### src/rtl/readout_sequencer_if.sv
// RAM read port and host byte stream of the readout sequencer, bundled as one interface.
interface readout_sequencer_if #(
  parameter int RAM_WIDTH = 10
);
  logic                 rden;
  logic [RAM_WIDTH-1:0] rdaddress;
  logic [31:0]          ram_q;
  logic [7:0]           tx_data;
  logic                 tx_valid;
  logic                 tx_ready;

  modport master (
    output rden, rdaddress, tx_data, tx_valid,
    input  ram_q, tx_ready
  );

  modport slave (
    input  rden, rdaddress, tx_data, tx_valid,
    output ram_q, tx_ready
  );
endinterface

### src/rtl/readout_sequencer.sv
// Streams enabled channels of the circular sample RAM from (trigger - pretrigger) to the host.
// Latency RD_LAT+1 cycles from rden to tx_valid; reads are issued only into reserved FIFO slots.
module readout_sequencer #(
  parameter int RAM_WIDTH  = 10,
  parameter int RD_LAT     = 2,
  parameter int FIFO_DEPTH = 4
) (
  input  logic                 clk,
  input  logic                 rstn,
  input  logic                 read_req,
  input  logic                 read_abort,
  input  logic                 auto_rearm,
  input  logic [3:0]           chan_mask,
  input  logic                 data_ready,
  input  logic [RAM_WIDTH-1:0] wraddress_triggerpoint,
  input  logic [RAM_WIDTH-1:0] triggerpoint,
  input  logic [RAM_WIDTH-1:0] nsmp,
  output logic                 start_trigger,
  output logic                 busy,
  output logic                 done,
  readout_sequencer_if.master  bus
);

  localparam int PW = (FIFO_DEPTH > 2) ? $clog2(FIFO_DEPTH) : 1;
  localparam int CW = $clog2(FIFO_DEPTH + 1);
  localparam logic [CW:0] DEPTH_W = (CW+1)'(FIFO_DEPTH);

  localparam logic [2:0] S_IDLE     = 3'd0;
  localparam logic [2:0] S_WAIT_RDY = 3'd1;
  localparam logic [2:0] S_ISSUE    = 3'd2;
  localparam logic [2:0] S_DRAIN    = 3'd3;
  localparam logic [2:0] S_FINISH   = 3'd4;

  logic [2:0]           state;
  logic [3:0]           mask_l;
  logic [RAM_WIDTH-1:0] nsmp_l;
  logic [RAM_WIDTH-1:0] base;
  logic                 rearm_l;
  logic [1:0]           chan;
  logic [RAM_WIDTH-1:0] addr;
  logic [RAM_WIDTH-1:0] cnt;

  logic                 pipe_vld  [RD_LAT];
  logic [1:0]           pipe_chan [RD_LAT];
  logic [CW-1:0]        inflight;

  logic [7:0]           fifo_mem [FIFO_DEPTH];
  logic [PW-1:0]        wr_ptr;
  logic [PW-1:0]        rd_ptr;
  logic [CW-1:0]        fifo_count;

  logic [CW:0]          occ;
  logic                 issue;
  logic                 last_smp;
  logic                 push;
  logic                 pop;
  logic                 do_push;
  logic [7:0]           push_dat;
  logic [1:0]           first_chan;
  logic [1:0]           nxt_chan;
  logic                 nxt_found;

  // Outstanding reads already own a FIFO slot, so a full FIFO can never be overrun.
  assign occ      = {1'b0, fifo_count} + {1'b0, inflight};
  assign issue    = (state == S_ISSUE) && (occ < DEPTH_W);
  assign last_smp = (cnt + RAM_WIDTH'(1)) == nsmp_l;
  assign push     = pipe_vld[RD_LAT-1];
  assign push_dat = bus.ram_q[{pipe_chan[RD_LAT-1], 3'b000} +: 8];
  assign pop      = bus.tx_valid && bus.tx_ready;
  assign do_push  = push && ((fifo_count != CW'(FIFO_DEPTH)) || pop);

  assign bus.rden      = issue;
  assign bus.rdaddress = addr;
  assign bus.tx_valid  = (fifo_count != '0);
  assign bus.tx_data   = fifo_mem[rd_ptr];
  assign busy          = (state != S_IDLE);
  assign done          = (state == S_FINISH);
  assign start_trigger = (state == S_FINISH) && rearm_l;

  always_comb begin
    first_chan = 2'd0;
    nxt_chan   = chan;
    nxt_found  = 1'b0;
    for (int i = 3; i >= 0; i--) begin
      if (mask_l[i]) first_chan = 2'(i);
      if (mask_l[i] && (i > int'(chan))) begin
        nxt_chan  = 2'(i);
        nxt_found = 1'b1;
      end
    end
  end

  always_ff @(posedge clk or negedge rstn) begin
    if (!rstn) begin
      state   <= S_IDLE;
      mask_l  <= '0;
      nsmp_l  <= '0;
      base    <= '0;
      rearm_l <= 1'b0;
      chan    <= '0;
      addr    <= '0;
      cnt     <= '0;
    end else if (read_abort) begin
      state <= S_IDLE;
    end else begin
      case (state)
        S_IDLE: begin
          if (read_req) begin
            mask_l  <= chan_mask;
            nsmp_l  <= nsmp;
            base    <= wraddress_triggerpoint - triggerpoint;
            rearm_l <= auto_rearm;
            state   <= S_WAIT_RDY;
          end
        end
        S_WAIT_RDY: begin
          if (data_ready) begin
            if ((mask_l == '0) || (nsmp_l == '0)) begin
              state <= S_FINISH;
            end else begin
              chan  <= first_chan;
              addr  <= base;
              cnt   <= '0;
              state <= S_ISSUE;
            end
          end
        end
        S_ISSUE: begin
          if (issue) begin
            if (last_smp) begin
              addr <= base;
              cnt  <= '0;
              if (nxt_found) chan  <= nxt_chan;
              else           state <= S_DRAIN;
            end else begin
              addr <= addr + RAM_WIDTH'(1);
              cnt  <= cnt + RAM_WIDTH'(1);
            end
          end
        end
        S_DRAIN: begin
          if ((inflight == '0) && (fifo_count == '0)) state <= S_FINISH;
        end
        S_FINISH: state <= S_IDLE;
        default:  state <= S_IDLE;
      endcase
    end
  end

  // Channel tag travels with each read so the right byte lane is picked when ram_q arrives.
  always_ff @(posedge clk or negedge rstn) begin
    if (!rstn) begin
      for (int i = 0; i < RD_LAT; i++) begin
        pipe_vld[i]  <= 1'b0;
        pipe_chan[i] <= '0;
      end
      inflight <= '0;
    end else if (read_abort) begin
      for (int i = 0; i < RD_LAT; i++) begin
        pipe_vld[i]  <= 1'b0;
        pipe_chan[i] <= '0;
      end
      inflight <= '0;
    end else begin
      pipe_vld[0]  <= issue;
      pipe_chan[0] <= chan;
      for (int i = 1; i < RD_LAT; i++) begin
        pipe_vld[i]  <= pipe_vld[i-1];
        pipe_chan[i] <= pipe_chan[i-1];
      end
      inflight <= inflight + CW'(issue) - CW'(push);
    end
  end

  always_ff @(posedge clk or negedge rstn) begin
    if (!rstn) begin
      for (int i = 0; i < FIFO_DEPTH; i++) fifo_mem[i] <= '0;
      wr_ptr     <= '0;
      rd_ptr     <= '0;
      fifo_count <= '0;
    end else if (read_abort) begin
      wr_ptr     <= '0;
      rd_ptr     <= '0;
      fifo_count <= '0;
    end else begin
      if (do_push) begin
        fifo_mem[wr_ptr] <= push_dat;
        wr_ptr <= (wr_ptr == PW'(FIFO_DEPTH-1)) ? '0 : wr_ptr + PW'(1);
      end
      if (pop) begin
        rd_ptr <= (rd_ptr == PW'(FIFO_DEPTH-1)) ? '0 : rd_ptr + PW'(1);
      end
      fifo_count <= fifo_count + CW'(do_push) - CW'(pop);
    end
  end

endmodule

### src/flat_wrapper.sv
// flat-port wrapper written by rule: the top's interface ports become plain ports
module readout_sequencer_flat 
#(
  parameter int RAM_WIDTH  = 10,
  parameter int RD_LAT     = 2,
  parameter int FIFO_DEPTH = 4
)
  (clk, rstn, read_req, read_abort, auto_rearm, chan_mask, data_ready, wraddress_triggerpoint, triggerpoint, nsmp, start_trigger, busy, done, bus_rden, bus_rdaddress, bus_tx_data, bus_tx_valid, bus_ram_q, bus_tx_ready);
  readout_sequencer_if #(.RAM_WIDTH(RAM_WIDTH)) bus_i ();
  input  logic clk;
  input  logic rstn;
  input  logic read_req;
  input  logic read_abort;
  input  logic auto_rearm;
  input  logic [3:0] chan_mask;
  input  logic data_ready;
  input  logic [RAM_WIDTH-1:0] wraddress_triggerpoint;
  input  logic [RAM_WIDTH-1:0] triggerpoint;
  input  logic [RAM_WIDTH-1:0] nsmp;
  output logic start_trigger;
  output logic busy;
  output logic done;
  output wire logic [$bits(bus_i.rden)-1:0] bus_rden;
  output wire logic [$bits(bus_i.rdaddress)-1:0] bus_rdaddress;
  output wire logic [$bits(bus_i.tx_data)-1:0] bus_tx_data;
  output wire logic [$bits(bus_i.tx_valid)-1:0] bus_tx_valid;
  input wire logic [$bits(bus_i.ram_q)-1:0] bus_ram_q;
  input wire logic [$bits(bus_i.tx_ready)-1:0] bus_tx_ready;
  assign bus_rden = bus_i.rden;
  assign bus_rdaddress = bus_i.rdaddress;
  assign bus_tx_data = bus_i.tx_data;
  assign bus_tx_valid = bus_i.tx_valid;
  assign bus_i.ram_q = bus_ram_q;
  assign bus_i.tx_ready = bus_tx_ready;
  readout_sequencer #(.RAM_WIDTH(RAM_WIDTH), .RD_LAT(RD_LAT), .FIFO_DEPTH(FIFO_DEPTH)) u_core (.clk(clk), .rstn(rstn), .read_req(read_req), .read_abort(read_abort), .auto_rearm(auto_rearm), .chan_mask(chan_mask), .data_ready(data_ready), .wraddress_triggerpoint(wraddress_triggerpoint), .triggerpoint(triggerpoint), .nsmp(nsmp), .start_trigger(start_trigger), .busy(busy), .done(done), .bus(bus_i));
endmodule
### config.mk
export PLATFORM = sky130hd
export DESIGN_NAME = readout_sequencer_flat
export DESIGN_NICKNAME = d
export VERILOG_FILES = /design/src/rtl/readout_sequencer_if.sv /design/src/rtl/readout_sequencer.sv /design/src/flat_wrapper.sv
export SDC_FILE = /design/constraint.sdc
export NUM_CORES = 1
export LEC_CHECK = 0
export BUFFER_PORTS_ARGS = -buffer_cell sky130_fd_sc_hd__buf_2
export CAP_MARGIN = 0
export CORE_MARGIN = 1.5
export CORE_UTILIZATION = 52
export DETAILED_ROUTE_END_ITERATION = 12
export PLACE_DENSITY = 0.75
export SYNTH_ARGS = -nofsm -noshare
export SYNTH_HDL_FRONTEND = slang
export SYNTH_SLANG_ARGS = --single-unit
### constraint.sdc
create_clock -name clk -period 3.21 [get_ports clk]
set_input_delay 0.1605 -clock clk [delete_from_list [all_inputs] [get_ports clk]]
set_output_delay 0.1605 -clock clk [all_outputs]
set_load 0.01 [all_outputs]
# --- After elaboration in Yosys (flattened, before gate mapping) ---
# Index checks and enable logic that the tools add are counted.
word_totals:
  regBits: 98
  elab_cells: 138
  in_bits: 73
  output_inout_bits: 23
op_classes:
  n_addsub: 10
  reduce_logical: 26
  n_shift: 1
  mux: 51
  n_eq_ne: 20
  n_bitwise: 3
  order_cmp: 7
op_table:
  columns: ["cell", "count"]
  rows:
  - ["$mux W10", 8]
  - ["$pmux W10 S2", 2]
  - ["$mux W2", 19]
  - ["$bwmux W32", 1]
  - ["$shiftx A32 B6 Y8", 1]
  - ["$mux W3", 10]
  - ["$mux W8", 3]
  - ["$add A10 B1 Y10 const B", 2]
  - ["$bmux W8 S2", 1]
  - ["$demux W8 S2", 1]
  - ["$ne A3 B3 Y1 const B", 4]
  - ["$pmux W3 S4", 1]
  - ["$eq A10 B10 Y1", 1]
  - ["$logic_not A10 Y1", 1]
  - ["$sub A10 B10 Y10", 1]
  - ["$logic_and A1 B1 Y1", 9]
  - ["$logic_not A3 Y1", 3]
  - ["$ne A3 B2 Y1 const B", 3]
  - ["$reduce_and A8 Y1", 1]
  - ["$add A3 B1 Y3", 2]
  - ["$eq A3 B2 Y1 const B", 2]
  - ["$ge A3 B3 Y1 const B", 2]
  - ["$ne A2 B1 Y1 const B", 3]
  - ["$not A2 Y3", 2]
  - ["other kinds (24)", 35]

# --- Longest topological paths before layout ---
# Gate-level depths: netlist of the first run.
logic_depth:
  depth_word: 10
  mapped_depth: 11
  ltp_nobuf: 11

# --- Worst setup path after synthesis of the first run ---
# Ideal clock, no wire load.
synth_path:
  kind: "register to register"
  from: "register u_core.fifo_count[1]"
  to: "register u_core.inflight[2]"
  period_less_slack_ns: 2.522
  path_slack_ns: 0.688
  required_time_ns: 3.078
  arrival_time_ns: 2.390
  path_buffers: 0
  setup_time_ns: 0.132
  path_stages_with_launch: 12
  path_cell_list: "dfrtp_1 > ha_1 > and3_1 > nor4_1 > nand2_1 > ha_1 > inv_1 > ha_1 > inv_1 > fa_1 > xnor2_1 > nor2_1"
synth_between:
  elab_chain_len: 6
synth_lines:
  columns: ["item", "line", "source"]
  rows:
  - ["start: declaration", "readout_sequencer.sv:50", "logic [CW-1:0] fifo_count;"]
  - ["start signal: assignment", "readout_sequencer.sv:193", "fifo_count <= fifo_count + CW'(do_push) - CW'(pop);"]
  - ["$add A3 B3 Y4", "readout_sequencer.sv:64", "assign occ = {1'b0, fifo_count} + {1'b0, inflight};"]
  - ["$lt A4 B3 Y1", "readout_sequencer.sv:65", "assign issue = (state == S_ISSUE) && (occ < DEPTH_W);"]
  - ["$logic_and A1 B1 Y1", "readout_sequencer.sv:65", null]
  - ["$add A3 B1 Y3", "readout_sequencer.sv:171", "inflight <= inflight + CW'(issue) - CW'(push);"]
  - ["$sub A3 B1 Y3", "readout_sequencer.sv:171", null]
  - ["$mux W3", "readout_sequencer.sv:158", "end else if (read_abort) begin"]
  - ["end signal: assignment", "readout_sequencer.sv:171", null]
  - ["end: declaration", "readout_sequencer.sv:45", "logic [CW-1:0] inflight;"]
# No other way between the ends.
# A chain may end at the register's enable or synchronous reset.

# --- Worst setup path after layout of the first run ---
layout_path:
  from: "register u_core.cnt[0]"
  to: "register u_core.addr[6] (netlist: u_core.bus.rdaddress[6])"
layout_between:
  elab_chain_len: 5
layout_lines:
  columns: ["item", "line", "source"]
  rows:
  - ["start: declaration", "readout_sequencer.sv:41", "logic [RAM_WIDTH-1:0] cnt;"]
  - ["start signal: assignment", "readout_sequencer.sv:137", "cnt <= cnt + RAM_WIDTH'(1);"]
  - ["$add A10 B1 Y10", "readout_sequencer.sv:66", "assign last_smp = (cnt + RAM_WIDTH'(1)) == nsmp_l;"]
  - ["$eq A10 B10 Y1", "readout_sequencer.sv:66", null]
  - ["$mux W10", "readout_sequencer.sv:130", "if (last_smp) begin"]
  - ["$mux W10", "readout_sequencer.sv:129", "if (issue) begin"]
  - ["$pmux W10 S2", "readout_sequencer.sv:106", "case (state)"]
  - ["end signal: assignment", "readout_sequencer.sv:122", "addr <= base;"]
  - ["end signal: assignment", "readout_sequencer.sv:131", "addr <= base;"]
  - ["end signal: assignment", "readout_sequencer.sv:136", "addr <= addr + RAM_WIDTH'(1);"]
  - ["end: declaration", "readout_sequencer.sv:40", "logic [RAM_WIDTH-1:0] addr;"]
# No other way between the ends. The select of a mux whose other input is x is not followed.

==> results.sh, run 1 <==
export IMPL_status="finished, final reports clean"
export IMPL_rsz0062_at_grt="no"
export IMPL_async_reset_ff_share_pct=100
export IMPL_critPathKind="flop to flop"
export IMPL_synthSimpleGateAreaFrac_pct=13.9
export IMPL_cts_htree_levels=3
export IMPL_fillers=865
export IMPL_gp_congestion=0.836
export IMPL_worst_path_buf_inv=1
export IMPL_fin_crit_ps=2980
export IMPL_power_share_combinational_pct=35.0
export IMPL_crit_chain="ha_1 -> xor3_1 -> nor3_1 -> nand4_1 -> a2111oi_4 -> nand2b_2 -> buf_4 -> a21oi_1 -> a211o_1"
export IMPL_drive_gt1_share_pct=30.8
export IMPL_cp_arrival_ps=3240
export IMPL_fmax_mhz=335
export IMPL_antenna_cells=0
export IMPL_area_delta_synth_final_pct=14.2
export IMPL_sequentialPowerShare_pct=45.9
export IMPL_fp_dieH_um=107
export IMPL_drt_iter0_drc=223
export IMPL_worst_pin_slew_ps=756
export IMPL_p_int_uw=2680
export IMPL_clockBufferDepth=2
export IMPL_synth_compound_area_share_pct=11.6
export IMPL_grt_pass1_vias=4313
export IMPL_seq_area_um2=2450
export IMPL_post_place_cells=729
export IMPL_period_share_pct=93.0
export IMPL_slew_headroom_pct=48.9
export IMPL_grt_overflow_total=0
export IMPL_cp_max_fo=12
export IMPL_p_leak_uw=0.00312
export IMPL_endpoint_kind="flop"
export IMPL_ys_flop_type="dfrtp_1"
export IMPL_die_x_um=107
export IMPL_yosysSeqAreaShare_pct=43.7
export IMPL_wire_per_inst_um=16.0
export IMPL_layout_cells_non_filler=747
export IMPL_clk_insertion_delay_late_ps=370
export IMPL_p_sw_share_pct=36.7
export IMPL_ys_seq_elements=98
export IMPL_clockPowerShare_pct=19.2
export IMPL_syn_area_per_cell_um2=10.9
export IMPL_drc=0
export IMPL_maxCapViolCount=0
export IMPL_via_count=4305
export IMPL_multi_input_area_um2=2890
export IMPL_grtUsageMet1_pct=26.9
export IMPL_irDropWorstVdd_uv=302
export IMPL_required_ps=3470
export IMPL_met3_usage_pct=4.01
export IMPL_root_buffer="clkbuf_8"
export IMPL_final_cell_mix="dfrtp_1 (98), buf_2 (94), mux2_2 (49), nand2_1 (41), inv_1 (35)"
export IMPL_io_pin_count=96
export IMPL_use_met2_pct=38.6
export IMPL_synthMuxAreaShare_pct=17.3
export IMPL_slew_viol_final=0
export IMPL_grt_busiest_layer="met2"
export IMPL_max_stage_delay_ps=460
export IMPL_hold_violations=0
export IMPL_power_density_nw_per_um2=660
export IMPL_tns_ps=0
export IMPL_synth_edf_count=0
export IMPL_rows=37
export IMPL_synthCells=515
export IMPL_clock_skew_ps=5.90
export IMPL_grt_start_max_net_pins=54
export IMPL_setup_viol=0
export IMPL_postPlaceCellArea_um2=6180
export IMPL_crit_slowest_cell="dfrtp_1"
export IMPL_synth_top_family_by_area="multiplexers"
export IMPL_numCtsBuffers=9
export IMPL_crit_family="compound AO/OA/AOI/OAI gates"
export IMPL_clkTransAtPathRegs_ps=100
export IMPL_firstDrtPassIters=4
export IMPL_final_antenna_net_count=0
export IMPL_stdcell_area_um2=6410
export IMPL_dpl_hpwl_mm=8.71
export IMPL_synth_distinct_cells=61
export IMPL_ys_warn_count=0
export IMPL_grt_usage_pct=22.0
export IMPL_synth_nets=613
export IMPL_synth_fa_ha_area_share_pct=5.98
export IMPL_synth_top_area_share_pct=43.7
export IMPL_power_switching_uw=1550
export IMPL_cts_tree="yes"
export IMPL_synth_xor_area_share_pct=2.77
export IMPL_antenna_found_initial=0
export IMPL_hold_class="primary input to flop"
export IMPL_yosysTopAreaCell="dfrtp_1"
export IMPL_critPathLaunchType="flop"
export IMPL_clock_sinks=98
export IMPL_core_area_um2=10400
export IMPL_start_util_pct=53.8
export IMPL_synth_area_leaders="dfrtp_1 (44%), mux2_2 (9.8%), mux4_2 (6.4%)"
export IMPL_vias_per_cell=5.76
export IMPL_grt_pass1_wl_mm=19.8
export IMPL_wl_mm=11.9
export IMPL_num_nets_final=704
export IMPL_layout_commonest_cell="dfrtp_1"
export IMPL_port_buffers=95
export IMPL_die_area_um2=11400
export IMPL_netlist_area_um2=5610
flip-flops by register name, summed over array words and instances, names as in the netlist:
signal and flops:
u_core.base 10, u_core.push 1, u_core.mask_l 4, u_core.nsmp_l 10
u_core.pipe_chan 4, u_core.rd_ptr 2, u_core.cnt 10, u_core.chan 2
u_core.inflight 3, u_core.bus.rdaddress 10, u_core.fifo_mem 32, u_core.wr_ptr 2
u_core.state 3, u_core.pipe_vld 1, u_core.rearm_l 1, u_core.fifo_count 3
layer usage:
layer / up-vias / part of all wire, %
met4: 0 / 1.8
met2: 120 / 51
met5: - / 0
met3: 17 / 4.6
met1: 2124 / 43
li1: 2044 / -
area by class of cell:
| type | count | area share (%) |
|---|---|---|
| well taps | 136 | 2.66 |
| multi-input cells | 357 | 45.1 |
| clock buffers | 9 | 1.93 |
| clock inverters | 7 | 1.23 |
| flip-flops and latches | 98 | 38.3 |
| repair buffers | 105 | 8.71 |
| inverters | 35 | 2.05 |
cell usage after synthesis (all sizes together), types with 2 or more instances:
| cell | instances |
|---|---|
| dfrtp | 98 |
| mux2 | 49 |
| nand2 | 41 |
| inv | 35 |
| o21ai | 26 |
| nor2 | 24 |
| ha | 22 |
| a21oi | 16 |
| mux4 | 16 |
| nand3 | 15 |
| nor2b | 15 |
| buf | 14 |
| and3 | 11 |
| clkbuf | 11 |
| nor3 | 10 |
| a22o | 9 |
| xor2 | 8 |
| nor4 | 7 |
| xnor2 | 7 |
| mux2i | 6 |
| o31ai | 6 |
| a22oi | 5 |
| or3 | 5 |
| nand2b | 4 |
| nand4 | 4 |
| nor3b | 4 |
| o21a | 4 |
| a211o | 3 |
| a211oi | 3 |
| a21boi | 3 |
| fa | 3 |
| nand3b | 3 |
| a21o | 2 |
| and4 | 2 |
| nor4b | 2 |
| o221ai | 2 |
| o22ai | 2 |
| o31a | 2 |
| o41ai | 2 |
| or4 | 2 |
worst reg2reg max path, stage by stage (launching register included):
cell and delay (ps):
dfrtp_1 460, ha_1 320, xor3_1 380, nor3_1 210, nand4_1 160, a2111oi_4 400, nand2b_2 350, buf_4 240
a21oi_1 60, a211o_1 280
worst paths after layout:
path                                      from                       to  slack, ps  cells after the start
max in group asynchronous                 rstn      u_core.pipe_chan[0]       2050                      3
hold / removal                         nsmp[8]         u_core.nsmp_l[8]         10                      2
setup reg to reg                 u_core.cnt[0]  u_core.bus.rdaddress[6]        230                      9
hold reg to reg            u_core.pipe_chan[3]      u_core.pipe_chan[1]        470                      1
min in group asynchronous                 rstn      u_core.fifo_mem[21]        350                      2
setup / recovery                 u_core.cnt[0]  u_core.bus.rdaddress[6]        230                      9
cells by family (layout without fill, tap and decap cells):
| kind of cell | count (synthesis) | in the layout |
|---|---|---|
| adder cells (fa/ha/maj) | 25 | 25 |
| buffers and inverters | 60 | 156 |
| XOR/XNOR | 16 | 16 |
| AO/OA/AOI/OAI | 94 | 94 |
| multiplexers | 71 | 71 |
| AND/OR/NAND/NOR | 151 | 151 |
| flip-flops | 98 | 98 |
metrics by stage:
| step | setup slack [ps] | hold slack, ps | power, uW | utilization (%) |
|---|---|---|---|---|
| after global routing | 0.696 | 14.9 | 4530 | 61.5 |
| after floorplan | 688 | -135 | 2960 | - |
| after detailed placement | 290 | 245 | 3450 | 59.4 |
| after global placement | 368 | 229 | 3350 | 59.4 |
| final | 226 | 10.3 | 4230 | 61.5 |
| after CTS | 239 | 0.741 | 4270 | 61.5 |
power groups by stage:
stage          sequential, uW  clock (uW)  combinational, uW
5_1_grt                  1990         876               1660
3_5_place_dp             1960           0               1490
6_report                 1940         812               1480
3_3_place_gp             1930           0               1420
2_1_floorplan            1820           0               1140
4_1_cts                  1940         837               1500
timing repair:
action / 4_1_cts / 5_1_grt
gates resized for setup: 0 / 0
hold buffers: 2 / 0
hold endpoints to repair: 52 / 0
setup buffers: 0 / 0
No activity file was read; power rests on OpenSTA's default activity.
==> inputs of run 2 (changes only) <==
--- a/config.mk
+++ b/config.mk
@@ -8,9 +8,10 @@
 export BUFFER_PORTS_ARGS = -buffer_cell sky130_fd_sc_hd__buf_2
 export CAP_MARGIN = 0
 export CORE_MARGIN = 1.5
-export CORE_UTILIZATION = 52
+export CORE_UTILIZATION = 57
 export DETAILED_ROUTE_END_ITERATION = 12
-export PLACE_DENSITY = 0.75
+export MAX_ROUTING_LAYER = met4
+export PLACE_DENSITY = 0.81
 export SYNTH_ARGS = -nofsm -noshare
 export SYNTH_HDL_FRONTEND = slang
 export SYNTH_SLANG_ARGS = --single-unit
==> run 2 against run 1 <==
Clock power fell by 15%. Clock skew up 3.0 ps. First-iteration DRC count shrank 19%. Total power is 2.4% lower. Cell count shrank 0.67%. Routed wire length decreased by 3.7%. Hold slack improved by 17 ps. Setup slack better by 63 ps. Via count is 1.0% lower. Combinational power about the same. Flip-flop and latch count unchanged. Non-clock buffer count did not move. Critical path type unchanged. Critical endpoint is now u_core.bus.rdaddress[4]. Largest cell class unchanged. Highest routed layer unchanged.
==> results.sh, run 2 (synthesized netlist as in run 1, its figures left out) <==
export IMPL_min_delay_path_depth=2
export IMPL_antenna_cells=0
export IMPL_clk_insertion_delay_late_ps=360
export IMPL_endpoint_kind="flop"
export IMPL_r2r_end="u_core.bus.rdaddress[4]"
export IMPL_irDropWorstVdd_uv=350
export IMPL_post_place_cells=727
export IMPL_die_x_um=102
export IMPL_cp_arrival_ps=3160
export IMPL_start_util_pct=58.2
export IMPL_largest_register_ffs=32
export IMPL_port_buffers=95
export IMPL_slew_viol_final=0
export IMPL_wire_per_inst_um=15.5
export IMPL_fp_dieH_um=102
export IMPL_core_area_um2=9640
export IMPL_fmax_mhz=342
export IMPL_grt_pass1_wl_mm=19.1
export IMPL_clkTransAtPathRegs_ps=90
export IMPL_root_buffer="clkbuf_8"
export IMPL_final_cell_mix="dfrtp_1 (98), buf_2 (94), mux2_2 (49), nand2_1 (41), inv_1 (35)"
export IMPL_clock_sinks=98
export IMPL_antenna_found_initial=0
export IMPL_critPathLaunchType="flop"
export IMPL_firstDrtPassIters=4
export IMPL_numCtsBuffers=9
export IMPL_vias_per_cell=5.74
export IMPL_wl_mm=11.5
export IMPL_setup_viol=0
export IMPL_die_area_um2=10400
export IMPL_power_density_nw_per_um2=649
export IMPL_status="finished, final reports clean"
export IMPL_critPathKind="flop to flop"
export IMPL_grt_start_max_net_pins=47
export IMPL_drc=0
export IMPL_hp_start="nsmp[4]"
export IMPL_final_antenna_net_count=0
export IMPL_worst_pin_slew_ps=821
export IMPL_layout_cells_non_filler=742
export IMPL_rsz0062_at_grt="no"
export IMPL_grt_usage_pct=24.3
export IMPL_p_leak_uw=0.00312
export IMPL_clockBufferDepth=2
export IMPL_required_ps=3450
export IMPL_hold_class="primary input to flop"
export IMPL_slew_headroom_pct=44.6
export IMPL_area_delta_synth_final_pct=13.6
export IMPL_reg2reg_from="u_core.cnt[0]"
export IMPL_fin_crit_ps=2920
export IMPL_top_register="u_core.fifo_mem"
export IMPL_r2r_slack_ps=290
export IMPL_tns_ps=0
export IMPL_via_count=4260
export IMPL_grt_pass1_vias=4269
export IMPL_holdPathEnd="u_core.nsmp_l[4]"
export IMPL_num_nets_final=704
export IMPL_hold_violations=0
export IMPL_rows=36
export IMPL_gp_congestion=0.872
export IMPL_period_share_pct=91.0
export IMPL_io_pin_count=96
export IMPL_drive_gt1_share_pct=30.5
export IMPL_maxCapViolCount=0
export IMPL_dpl_hpwl_mm=8.71
export IMPL_worstRegToRegCells=9
export IMPL_layout_commonest_cell="dfrtp_1"
export IMPL_cts_tree="yes"
export IMPL_grt_overflow_total=0
export IMPL_cts_htree_levels=3
export IMPL_drt_iter0_drc=181
export IMPL_cp_max_fo=19
export IMPL_clock_skew_ps=8.90
## run 2: timing repair
action                                 4_1_cts  5_1_grt
resized for setup                            0        0
buffers inserted                             0        0
endpoints found under the hold margin       44        0
hold buffers                                 1        0
## run 2: critical path, cell delays in order (launching register included)
cell	delay, ps
dfrtp_1	460
ha_1	310
xor3_1	380
nor3_1	240
nand4_1	170
a2111oi_4	370
nand2b_2	340
buf_12	190
mux2i_1	220
a22oi_1	110
## run 2: final cells by class
cell class              count  area (um2)
inverters                  35         131
clock buffers              11         141
flip-flops and latches     98        2450
multi-input cells         357        2890
well taps                 133         166
clock inverters             3        17.5
fillers                   772        3270
repair buffers            105         568
## run 2: through the flow
stage          power [uW]  setup slack (ps)  utilization, %  hold WS [ps]  cell area (um2)
2_1_floorplan        2960               688               -          -135             5610
3_3_place_gp         3370               442            64.3           190             6200
3_5_place_dp         3470               337            64.3           195             6200
4_1_cts              4160               316            66.1          7.19             6370
5_1_grt              4440               103            66.1          9.34             6370
6_report             4130               289            66.1          27.2             6370
## run 2: per-layer routing
| metal | GRT usage (%) | vias to the layer above | part of all wire (%) |
|---|---|---|---|
| li1 | - | 2044 | - |
| met3 | 4.04 | 13 | 4.4 |
| met4 | 8.75 | 0 | 1.3 |
| met5 | - | - | 0 |
| met1 | 28.4 | 2080 | 42 |
| met2 | 42.2 | 123 | 53 |
## run 2: power breakdown
part	leakage [uW]	switching (uW)	total, uW	internal [uW]
sequential	0.00128	372	1930	1560
clock	0.0000810	398	691	292
combinational	0.00176	740	1510	772
## run 2: worst max-delay path by stage
stage | from | to | slack, ps | cells past startpoint
final | u_core.cnt[0] | u_core.bus.rdaddress[4] | 290 | 9
after global routing | u_core.cnt[0] | u_core.bus.rdaddress[4] | 100 | 9
after CTS | u_core.cnt[0] | u_core.bus.rdaddress[4] | 320 | 9
after detailed placement | u_core.cnt[0] | u_core.bus.rdaddress[4] | 340 | 9
after global placement | u_core.cnt[0] | u_core.bus.rdaddress[7] | 440 | 9
after floorplan | u_core.fifo_count[1] | u_core.inflight[2] | 690 | 11
==> inputs of run 3 (changes only) <==
--- a/config.mk
+++ b/config.mk
@@ -11,7 +11,7 @@
 export CORE_UTILIZATION = 57
 export DETAILED_ROUTE_END_ITERATION = 12
 export MAX_ROUTING_LAYER = met4
-export PLACE_DENSITY = 0.81
+export PLACE_DENSITY_LB_ADDON = 0.15
 export SYNTH_ARGS = -nofsm -noshare
 export SYNTH_HDL_FRONTEND = slang
 export SYNTH_SLANG_ARGS = --single-unit
==> run 3 against run 2 <==
Flip-flop and latch count did not move. Routed wire length grew 0.35%. Setup slack worse by 29 ps. Largest cell class unchanged. First-iteration DRC count is 6.6% higher.
==> results.sh, run 3 (synthesized netlist as in run 1, its figures left out) <==
export IMPL_via_count=4245
export IMPL_die_area_um2=10400
export IMPL_cts_tree="yes"
export IMPL_post_place_ws_ps=337
export IMPL_wire_per_inst_um=15.5
export IMPL_grt_overflow_total=0
export IMPL_setup_viol=0
export IMPL_fillers=787
export IMPL_cts_htree_levels=3
export IMPL_fmax_mhz=339
export IMPL_root_buffer="clkbuf_8"
export IMPL_clk_insertion_delay_late_ps=380
export IMPL_rsz0062_at_grt="no"
export IMPL_clockBufferDepth=2
export IMPL_drt_iter0_drc=193
export IMPL_worst_pin_slew_ps=887
export IMPL_fin_crit_ps=2950
export IMPL_maxCapViolCount=0
export IMPL_endpoint_kind="flop"
export IMPL_clkTransAtPathRegs_ps=100
export IMPL_grt_pass1_vias=4002
export IMPL_irDropWorstVdd_uv=434
export IMPL_final_antenna_net_count=0
export IMPL_layout_commonest_cell="dfrtp_1"
export IMPL_crit_slowest_cell="dfrtp_1"
export IMPL_antenna_found_initial=0
export IMPL_grt_start_max_net_pins=39
export IMPL_slew_headroom_pct=40.1
export IMPL_antenna_cells=0
export IMPL_grtUsageMet1_pct=30.9
export IMPL_hold_buffers=1
export IMPL_critPathKind="flop to flop"
export IMPL_cp_max_fo=19
export IMPL_rows=36
export IMPL_start_util_pct=58.2
export IMPL_tns_ps=0
export IMPL_firstDrtPassIters=4
export IMPL_gp_congestion=0.815
export IMPL_crit_chain="ha_1 -> xor3_1 -> nor3_1 -> nand4_1 -> a2111oi_4 -> nand2b_2 -> buf_12 -> mux2i_1 -> a22oi_1"
export IMPL_met3_usage_pct=4.58
export IMPL_cp_arrival_ps=3190
export IMPL_grt_usage_pct=24.0
export IMPL_num_nets_final=703
export IMPL_grt_pass1_wl_mm=19.0
export IMPL_status="finished, final reports clean"
export IMPL_wl_mm=11.5
export IMPL_required_ps=3450
export IMPL_hold_violations=0
export IMPL_clock_skew_ps=16.0
export IMPL_slew_viol_final=0
export IMPL_dpl_hpwl_mm=8.58
export IMPL_cts_resized=0
export IMPL_top_register="u_core.fifo_mem"
export IMPL_critPathLaunchType="flop"
export IMPL_hold_class="primary input to flop"
export IMPL_core_area_um2=9640
export IMPL_drc=0
export IMPL_final_cell_mix="dfrtp_1 (98), buf_2 (94), mux2_2 (49), nand2_1 (41), inv_1 (35)"
export IMPL_seq_area_um2=2450
export IMPL_multi_input_area_um2=2890
export IMPL_period_share_pct=91.9
export IMPL_use_met2_pct=39.5
export IMPL_largest_register_ffs=32
export IMPL_io_pin_count=96
export IMPL_drive_gt1_share_pct=30.8
export IMPL_max_stage_delay_ps=470
export IMPL_power_density_nw_per_um2=659
export IMPL_port_buffers=95
export IMPL_clock_sinks=98
export IMPL_cts_setup_buffers=0
export IMPL_die_x_um=102
export IMPL_vias_per_cell=5.71
export IMPL_p_leak_uw=0.00313
export IMPL_fin_ws_ps=259
export IMPL_grt_busiest_layer="met2"
export IMPL_numCtsBuffers=9
export IMPL_area_delta_synth_final_pct=14.0
export IMPL_fp_dieH_um=102
run 3: critical path, delay by kind of cell (launching register included):
kind | cells | cell delay [ps]
compound gates | 2 | 490
simple gates | 3 | 770
fa+ha+maj | 1 | 320
xor+xnor | 1 | 380
flops | 1 | 470
buf+inv | 1 | 190
mux | 1 | 200
run 3: path summary, 6_finish.rpt:
kind,slack (ps),depth (start not counted),to,from
worst max register to register,260,9,u_core.bus.rdaddress[9],u_core.cnt[0]
max in group asynchronous,2100,3,u_core.base[6],rstn
worst min-delay path,20,2,u_core.nsmp_l[9],nsmp[9]
min in group asynchronous,280,2,u_core.fifo_mem[7],rstn
worst max-delay path,260,9,u_core.bus.rdaddress[9],u_core.cnt[0]
worst min register to register,480,1,u_core.push,u_core.pipe_vld[1]
run 3: routing by layer:
metal | wire length, um | part of all wire, %
met5 | 0 | 0
met4 | 79 | 0.69
met3 | 399 | 3.5
met2 | 5870 | 51
met1 | 5180 | 45
run 3: metrics by stage:
stage	power (uW)	utilization (%)	instance area, um2	cells	hold WS [ps]
global route	4520	66.3	6390	743	3.56
floorplan	2960	-	5610	515	-135
detailed placement	3460	64.3	6190	726	166
finish	4210	66.3	6390	743	21.4
global placement	3380	64.3	6190	726	153
CTS	4250	66.3	6390	743	8.27
run 3: layout make-up:
class                      instances  area share [%]
sequential                        98            38.3
timing repair buffer             104            8.77
clock inverter                     6           0.841
tap                              133            2.60
inverter                          35            2.05
multi-input combinational        357            45.2
clock buffer                      10            2.15
run 3: power by group:
part,internal [uW],switching (uW)
clock network,319,469
registers,1560,371
logic,767,731
total,2640,1570
